==> src/rtl/game_move_if.sv <==
// game_move_if: board, button, flag and status bundle between front end, sequencer and move-control block
interface game_move_if #(
    parameter int TILE_W = 32
);
    logic                        start;
    logic                        btn_left;
    logic                        btn_right;
    logic                        btn_up;
    logic                        btn_down;
    logic [3:0][3:0][TILE_W-1:0] moved_board;
    logic                        gano;
    logic                        perdio;
    logic [3:0][3:0][TILE_W-1:0] board_q;
    logic [2:0]                  selector;
    logic [TILE_W-1:0]           win_goal;
    logic                        busy;
    logic                        won;
    logic                        lost;
    logic [15:0]                 move_count;

    modport master (
        output start, btn_left, btn_right, btn_up, btn_down, moved_board, gano, perdio,
        input  board_q, selector, win_goal, busy, won, lost, move_count
    );

    modport slave (
        input  start, btn_left, btn_right, btn_up, btn_down, moved_board, gano, perdio,
        output board_q, selector, win_goal, busy, won, lost, move_count
    );
endinterface

==> src/rtl/game_move_sequencer.sv <==
// game_move_sequencer: 2048 game sequencer (board register, moves, tile spawn, win/lose); SPAWN_FOUR_EN enables 4-tiles
module game_move_sequencer #(
    parameter int          TILE_W    = 32,
    parameter int          WIN_VALUE = 2048,
    parameter logic [15:0] LFSR_SEED = 16'hACE1
) (
    input logic        clk,
    input logic        rst_n,
    game_move_if.slave bus
);
    typedef enum logic [3:0] {IDLE, CLEAR, SPAWN, WAIT, MOVE, SETTLE, SAMPLE, WON, LOST} state_t;

    state_t                      state, state_nx;
    logic [3:0][3:0][TILE_W-1:0] board;
    logic [15:0]                 lfsr, lfsr_nx, count;
    logic [3:0]                  btn_now, btn_q, rise, probe_idx, probes;
    logic [2:0]                  dir;
    logic [1:0]                  init_left;
    logic                        cell_empty, moved, spawn_enter;
    logic [TILE_W-1:0]           tile;

    assign btn_now    = {bus.btn_down, bus.btn_up, bus.btn_right, bus.btn_left};
    assign rise       = btn_now & ~btn_q;
    assign cell_empty = board[probe_idx[3:2]][probe_idx[1:0]] == '0;
    assign moved      = bus.moved_board != board;
    assign lfsr_nx    = {lfsr[0] ^ lfsr[2] ^ lfsr[3] ^ lfsr[5], lfsr[15:1]};

`ifdef SPAWN_FOUR_EN
    logic four;
    assign tile = four ? TILE_W'(4) : TILE_W'(2);
    // decide 2 vs 4 from the same lfsr value that picks the start cell
    always_ff @(posedge clk or negedge rst_n)
        if (!rst_n) four <= 1'b0;
        else if (spawn_enter) four <= lfsr[7:5] == 3'b000;
`else
    assign tile = TILE_W'(2);
`endif

    // state register
    always_ff @(posedge clk or negedge rst_n)
        if (!rst_n) state <= IDLE;
        else state <= state_nx;

    // next state; spawn_enter marks every entry into a fresh spawn pass
    always_comb begin
        state_nx    = state;
        spawn_enter = 1'b0;
        case (state)
            CLEAR: begin
                state_nx    = SPAWN;
                spawn_enter = 1'b1;
            end
            WAIT: if (|rise) state_nx = MOVE;
            MOVE: begin
                state_nx    = moved ? SPAWN : WAIT;
                spawn_enter = moved;
            end
            SPAWN: if (cell_empty) begin
                state_nx    = init_left == 2'd2 ? SPAWN : init_left == 2'd1 ? WAIT : SETTLE;
                spawn_enter = init_left == 2'd2;
            end else if (probes == 4'd15) state_nx = LOST;
            SETTLE: state_nx = SAMPLE;
            SAMPLE: state_nx = bus.gano ? WON : bus.perdio ? LOST : WAIT;
            default: state_nx = state;
        endcase
        if (bus.start) begin
            state_nx    = CLEAR;
            spawn_enter = 1'b0;
        end
    end

    // board, counters, lfsr, button history and spawn probe pointer
    always_ff @(posedge clk or negedge rst_n) begin
        if (!rst_n) begin
            board     <= '0;
            lfsr      <= LFSR_SEED;
            count     <= '0;
            btn_q     <= '0;
            dir       <= '0;
            probe_idx <= '0;
            probes    <= '0;
            init_left <= '0;
        end else begin
            btn_q <= btn_now;
            if (bus.start) begin
                board <= '0;
                count <= '0;
                lfsr  <= LFSR_SEED;
            end else begin
                if (spawn_enter) begin
                    probe_idx <= lfsr[3:0];
                    probes    <= '0;
                    lfsr      <= lfsr_nx;
                end
                if (state == CLEAR) init_left <= 2'd2;
                if (state == WAIT) dir <= rise[0] ? 3'd1 : rise[1] ? 3'd2 : rise[2] ? 3'd3 : 3'd4;
                if (state == MOVE && moved) begin
                    board <= bus.moved_board;
                    count <= count + {15'd0, count != 16'hFFFF};
                end
                if (state == SPAWN && cell_empty) begin
                    board[probe_idx[3:2]][probe_idx[1:0]] <= tile;
                    init_left <= init_left - {1'b0, init_left != 2'd0};
                end else if (state == SPAWN) begin
                    probe_idx <= probe_idx + 4'd1;
                    probes    <= probes + 4'd1;
                end
            end
        end
    end

    assign bus.board_q    = board;
    assign bus.selector   = state == MOVE ? dir : 3'd0;
    assign bus.win_goal   = TILE_W'(WIN_VALUE);
    assign bus.busy       = !(state inside {IDLE, WAIT, WON, LOST});
    assign bus.won        = state == WON;
    assign bus.lost       = state == LOST;
    assign bus.move_count = count;
endmodule

==> src/flat_wrapper.sv <==
// flat-port wrapper written by rule: the top's interface ports become plain ports
module game_move_sequencer_flat 
#(
    parameter int          TILE_W    = 32,
    parameter int          WIN_VALUE = 2048,
    parameter logic [15:0] LFSR_SEED = 16'hACE1
)
  (clk, rst_n, bus_start, bus_btn_left, bus_btn_right, bus_btn_up, bus_btn_down, bus_moved_board, bus_gano, bus_perdio, bus_board_q, bus_selector, bus_win_goal, bus_busy, bus_won, bus_lost, bus_move_count);
  game_move_if #(.TILE_W(TILE_W)) bus_i ();
  input logic clk;
  input logic rst_n;
  input wire logic [$bits(bus_i.start)-1:0] bus_start;
  input wire logic [$bits(bus_i.btn_left)-1:0] bus_btn_left;
  input wire logic [$bits(bus_i.btn_right)-1:0] bus_btn_right;
  input wire logic [$bits(bus_i.btn_up)-1:0] bus_btn_up;
  input wire logic [$bits(bus_i.btn_down)-1:0] bus_btn_down;
  input wire logic [$bits(bus_i.moved_board)-1:0] bus_moved_board;
  input wire logic [$bits(bus_i.gano)-1:0] bus_gano;
  input wire logic [$bits(bus_i.perdio)-1:0] bus_perdio;
  output wire logic [$bits(bus_i.board_q)-1:0] bus_board_q;
  output wire logic [$bits(bus_i.selector)-1:0] bus_selector;
  output wire logic [$bits(bus_i.win_goal)-1:0] bus_win_goal;
  output wire logic [$bits(bus_i.busy)-1:0] bus_busy;
  output wire logic [$bits(bus_i.won)-1:0] bus_won;
  output wire logic [$bits(bus_i.lost)-1:0] bus_lost;
  output wire logic [$bits(bus_i.move_count)-1:0] bus_move_count;
  assign bus_i.start = bus_start;
  assign bus_i.btn_left = bus_btn_left;
  assign bus_i.btn_right = bus_btn_right;
  assign bus_i.btn_up = bus_btn_up;
  assign bus_i.btn_down = bus_btn_down;
  assign bus_i.moved_board = bus_moved_board;
  assign bus_i.gano = bus_gano;
  assign bus_i.perdio = bus_perdio;
  assign bus_board_q = bus_i.board_q;
  assign bus_selector = bus_i.selector;
  assign bus_win_goal = bus_i.win_goal;
  assign bus_busy = bus_i.busy;
  assign bus_won = bus_i.won;
  assign bus_lost = bus_i.lost;
  assign bus_move_count = bus_i.move_count;
  game_move_sequencer #(.TILE_W(TILE_W), .WIN_VALUE(WIN_VALUE), .LFSR_SEED(LFSR_SEED)) u_core (.clk(clk), .rst_n(rst_n), .bus(bus_i));
endmodule
==> config.mk <==
export PLATFORM = sky130hd
export DESIGN_NAME = game_move_sequencer_flat
export DESIGN_NICKNAME = d
export VERILOG_FILES = /design/src/rtl/game_move_if.sv /design/src/rtl/game_move_sequencer.sv /design/src/flat_wrapper.sv
export SDC_FILE = /design/constraint.sdc
export NUM_CORES = 2
export LEC_CHECK = 0
export ABC_AREA = 1
export CORE_AREA = 2 2 428 430
export CTS_CLUSTER_DIAMETER = 120
export DETAILED_ROUTE_END_ITERATION = 8
export DIE_AREA = 0 0 430 432
export DONT_BUFFER_PORTS = 1
export PLACE_DENSITY = 0.3
export SLEW_MARGIN = 40
export SYNTH_ARGS = -nofsm -noshare
export SYNTH_HDL_FRONTEND = slang
export SYNTH_SLANG_ARGS = --single-unit
==> constraint.sdc <==
create_clock -name clk -period 5.58 [get_ports clk]
set_input_delay 0.558 -clock clk [delete_from_list [all_inputs] [get_ports clk]]
set_output_delay 0.558 -clock clk [all_outputs]
set_load 0.02 [all_outputs]
==> impl_metrics.tcl <==
set metrics [dict create \
    outcome "complete, no violations" \
    async_flop_share_pct 100 \
    power.static_leakage_nw 17.7 \
    portBuffers 0 \
    first_iter_violations 2127 \
    ys_ff_latch 565 \
    cp_data_arrival_time_ns 4.94 \
    synth_top_cell_by_area "dfrtp_1" \
    ant_nets 0 \
    holdWs_ns 0.0837 \
    initial_core_util_pct 18.1 \
    wl_mm 201 \
    ys_top_cells_by_area "dfrtp_1 42%, nand2_1 15%, xnor2_1 13%" \
    synth_most_common_cell "nand2_1" \
    tritoncts "yes" \
    ir_drop_uv 195 \
    grt_pass1_vias 32300 \
    globalplace.congestion 0.873 \
    maxSlewHeadroom_pct 44.1 \
    nets 5342 \
    power_density_nw_per_um2 352 \
    ctsHtreeMaxLevel 3 \
    min_path_type "input pin to register" \
    cts.sinks 565 \
    crit_chain "xnor2_1 -> nand2_1 -> nor2_1 -> nand2_1 -> nor2_1 -> nand2_1 -> nor2_1 -> nand2_1 -> nor2_1 -> nand2_1 -> nand2_4 -> buf_12 -> buf_16 -> nor2_1 -> a211oi_1" \
    start_kind "register" \
    die_h_um 432 \
    critPathCaptureType "register" \
    hpwl_mm 146 \
    yosysWarnings 0 \
    reg2reg_depth 15 \
    grt_max_degree 566 \
    grt_use_total_pct 21.0 \
    drc 0 \
    postCtsResizedCells 0 \
    holdPathStages 4 \
    drv_cap 0 \
    fillers 20200 \
    areaGrowthSynthToFinish_pct 32.1 \
    firstDrtPassIters 5 \
    layout-drive-gt1-share_pct 4.90 \
    yosys.area.top_type_share_pct 42.4 \
    finalHoldViolations 0 \
    timing.final.crit_share_pct 77.9 \
    grt_pass1_wl_mm 275 \
    yosysUniqueCellTypes 36 \
    fmax_ghz 0.230 \
    finalSetupTns_ns 0 \
    hold_start "bus_moved_board[161]" \
    reg2reg_slack_ns 1.23 \
    slowest_stage "dfrtp_1" \
    clkTransAtPathRegs_ns 0.06 \
    post-route-util_pct 23.9 \
    reg2reg_from "u_core.bus.board_q[1]$_DFF_PN0_" \
    finalClockSkew_ns 0.0364 \
    antenna_found_initial 17 \
    startpoint "u_core.bus.board_q[1]$_DFF_PN0_" \
    clockBufferDepth 3 \
    syn_area_um2 32900 \
    wl_per_cell_um 27.6 \
    vias 31400 \
    syn_avg_cell_area_um2 7.57 \
    num_io_pins 1087 \
    max_slew.worst_pin.slew_ns 0.839 \
    setup_violations 0 \
    max_stage_delay_ns 0.62 \
    path_delay_family "simple AND/OR/NAND/NOR gates" \
    die_w_um 430 \
    synth_edf_count 0 \
    path_buf_inv 2 \
    path_class "register to register" \
    syn_inst 4342 \
    post-cts-setup-buffer-count 0 \
    clock_latency_ns 0.72 \
    gr-total-overflow 0 \
    cp.depth 15 \
    cp_max_fo 122 \
    maxSlewViolCount 0 \
    rsz0062_at_grt "no" \
    yosysSeqAreaShare_pct 43.0 \
    crit_required_ns 6.17 \
    ys.flop_type "dfrtp_1" \
    cts_root_buf "clkbuf_16" \
    place_ws_ns 0.963 \
    synthTopCellsByCount "1291 x nand2_1, 633 x nor2_1, 557 x dfrtp_1, 475 x xnor2_1, 347 x inv_1" \
    cts_buffers 84 \
    design.core.area_um2 182000 \
    vias_per_cell 4.32 \
    layout_setup_ws_ns 1.23 \
    die-area_um2 186000 \
    layout_min_cycle_time_ns 4.35 \
    rows 157 \
]
==> power by group <==
group          total (mW)  switching (mW)  internal (mW)
sequential           5.73            1.21           4.52
clock                5.44            2.25           3.19
combinational        4.12            2.71           1.41
total                15.3            6.16           9.12
==> placed cells by master (no fill, tap or decap), drive strengths merged <==
master	count
nor3	15
dfrtp	557
a211oi	222
xor2	11
o211ai	2
o22ai	10
nand4	16
buf	64
a21oi	304
inv	356
nor4	3
bufinv	2
o21ai	69
a21boi	1
nand3	110
ha	9
nor2	635
xnor2	475
clkbuf	131
clkinv	18
o21bai	1
a22oi	7
a31oi	7
dlygate4sd3	509
conb	32
dfstp	8
nand2	1299
diode	8
o31ai	5
==> registers in the layout (all words and copies together) (netlist names) <==
| name | flops |
|---|---|
| u_core.btn_q | 4 |
| u_core.bus.board_q | 512 |
| u_core.bus.move_count | 16 |
| u_core.dir | 3 |
| u_core.init_left | 2 |
| u_core.lfsr | 16 |
| u_core.probe_idx | 4 |
| u_core.probes | 4 |
| u_core.state | 4 |
==> layout make-up <==
class,instances,area (um2),share of cell area (%)
multi-input cells,3233,16400,37.8
inverters,355,1350,3.11
flip-flops and latches,565,14100,32.6
clock inverters,21,200,0.461
well taps,2385,2980,6.87
repair buffers,573,5790,13.3
diodes,8,20.0,0.0461
clock buffers,131,2520,5.80
==> logic make-up after synthesis <==
| logic type | Yosys count | synth area share (%) |
|---|---|---|
| xor+xnor | 486 | 12.9 |
| buf+inv | 574 | 7.55 |
| fa+ha+maj | 9 | 0.342 |
| compound gates | 628 | 11.6 |
| other cells | 2 | 0.0228 |
| simple gates | 2078 | 24.5 |
| flops | 565 | 43.0 |
==> final timing paths <==
| path | end |
|---|---|
| worst max-delay path | u_core.bus.board_q[270]$_DFF_PN0_ |
| worst min-delay path | u_core.bus.board_q[161]$_DFF_PN0_ |
| worst max register to register | u_core.bus.board_q[270]$_DFF_PN0_ |
| worst min register to register | u_core.lfsr[6]$_DFFE_PN1P_ |
| max in group asynchronous | u_core.bus.board_q[94]$_DFF_PN0_ |
| min in group asynchronous | u_core.bus.board_q[377]$_DFF_PN0_ |
==> tightest hold or removal path: stages <==
cell and delay [ns]:
nand2_1 0.03, nand2_1 0.06, o21ai_0 0.07, inv_1 0.04
==> routing by layer <==
| layer | global-route usage, % | wire length, um | vias up |
|---|---|---|---|
| li1 | - | - | 14600 |
| met1 | 25.7 | 82700 | 15500 |
| met2 | 36.3 | 99400 | 1017 |
| met3 | 5.05 | 12200 | 231 |
| met4 | 6.33 | 6150 | 6 |
| met5 | 0 | 41 | - |
==> timing repair <==
| action | in CTS | in global routing |
|---|---|---|
| endpoints found under the hold margin | 1083 | 257 |
| hold buffers | 508 | 2 |
| setup endpoints to repair | 0 | 0 |
==> stage by stage <==
stage / power [mW] / std cells / instance area, um2
floorplan: 7.78 / 4372 / 33000
global placement: 9.60 / 6595 / 35400
detailed placement: 9.59 / 6595 / 35400
CTS: 15.5 / 7255 / 43200
global route: 16.2 / 7266 / 43400
finish: 15.3 / 7271 / 43400
Note: power is estimated with default switching activity, not from simulation.
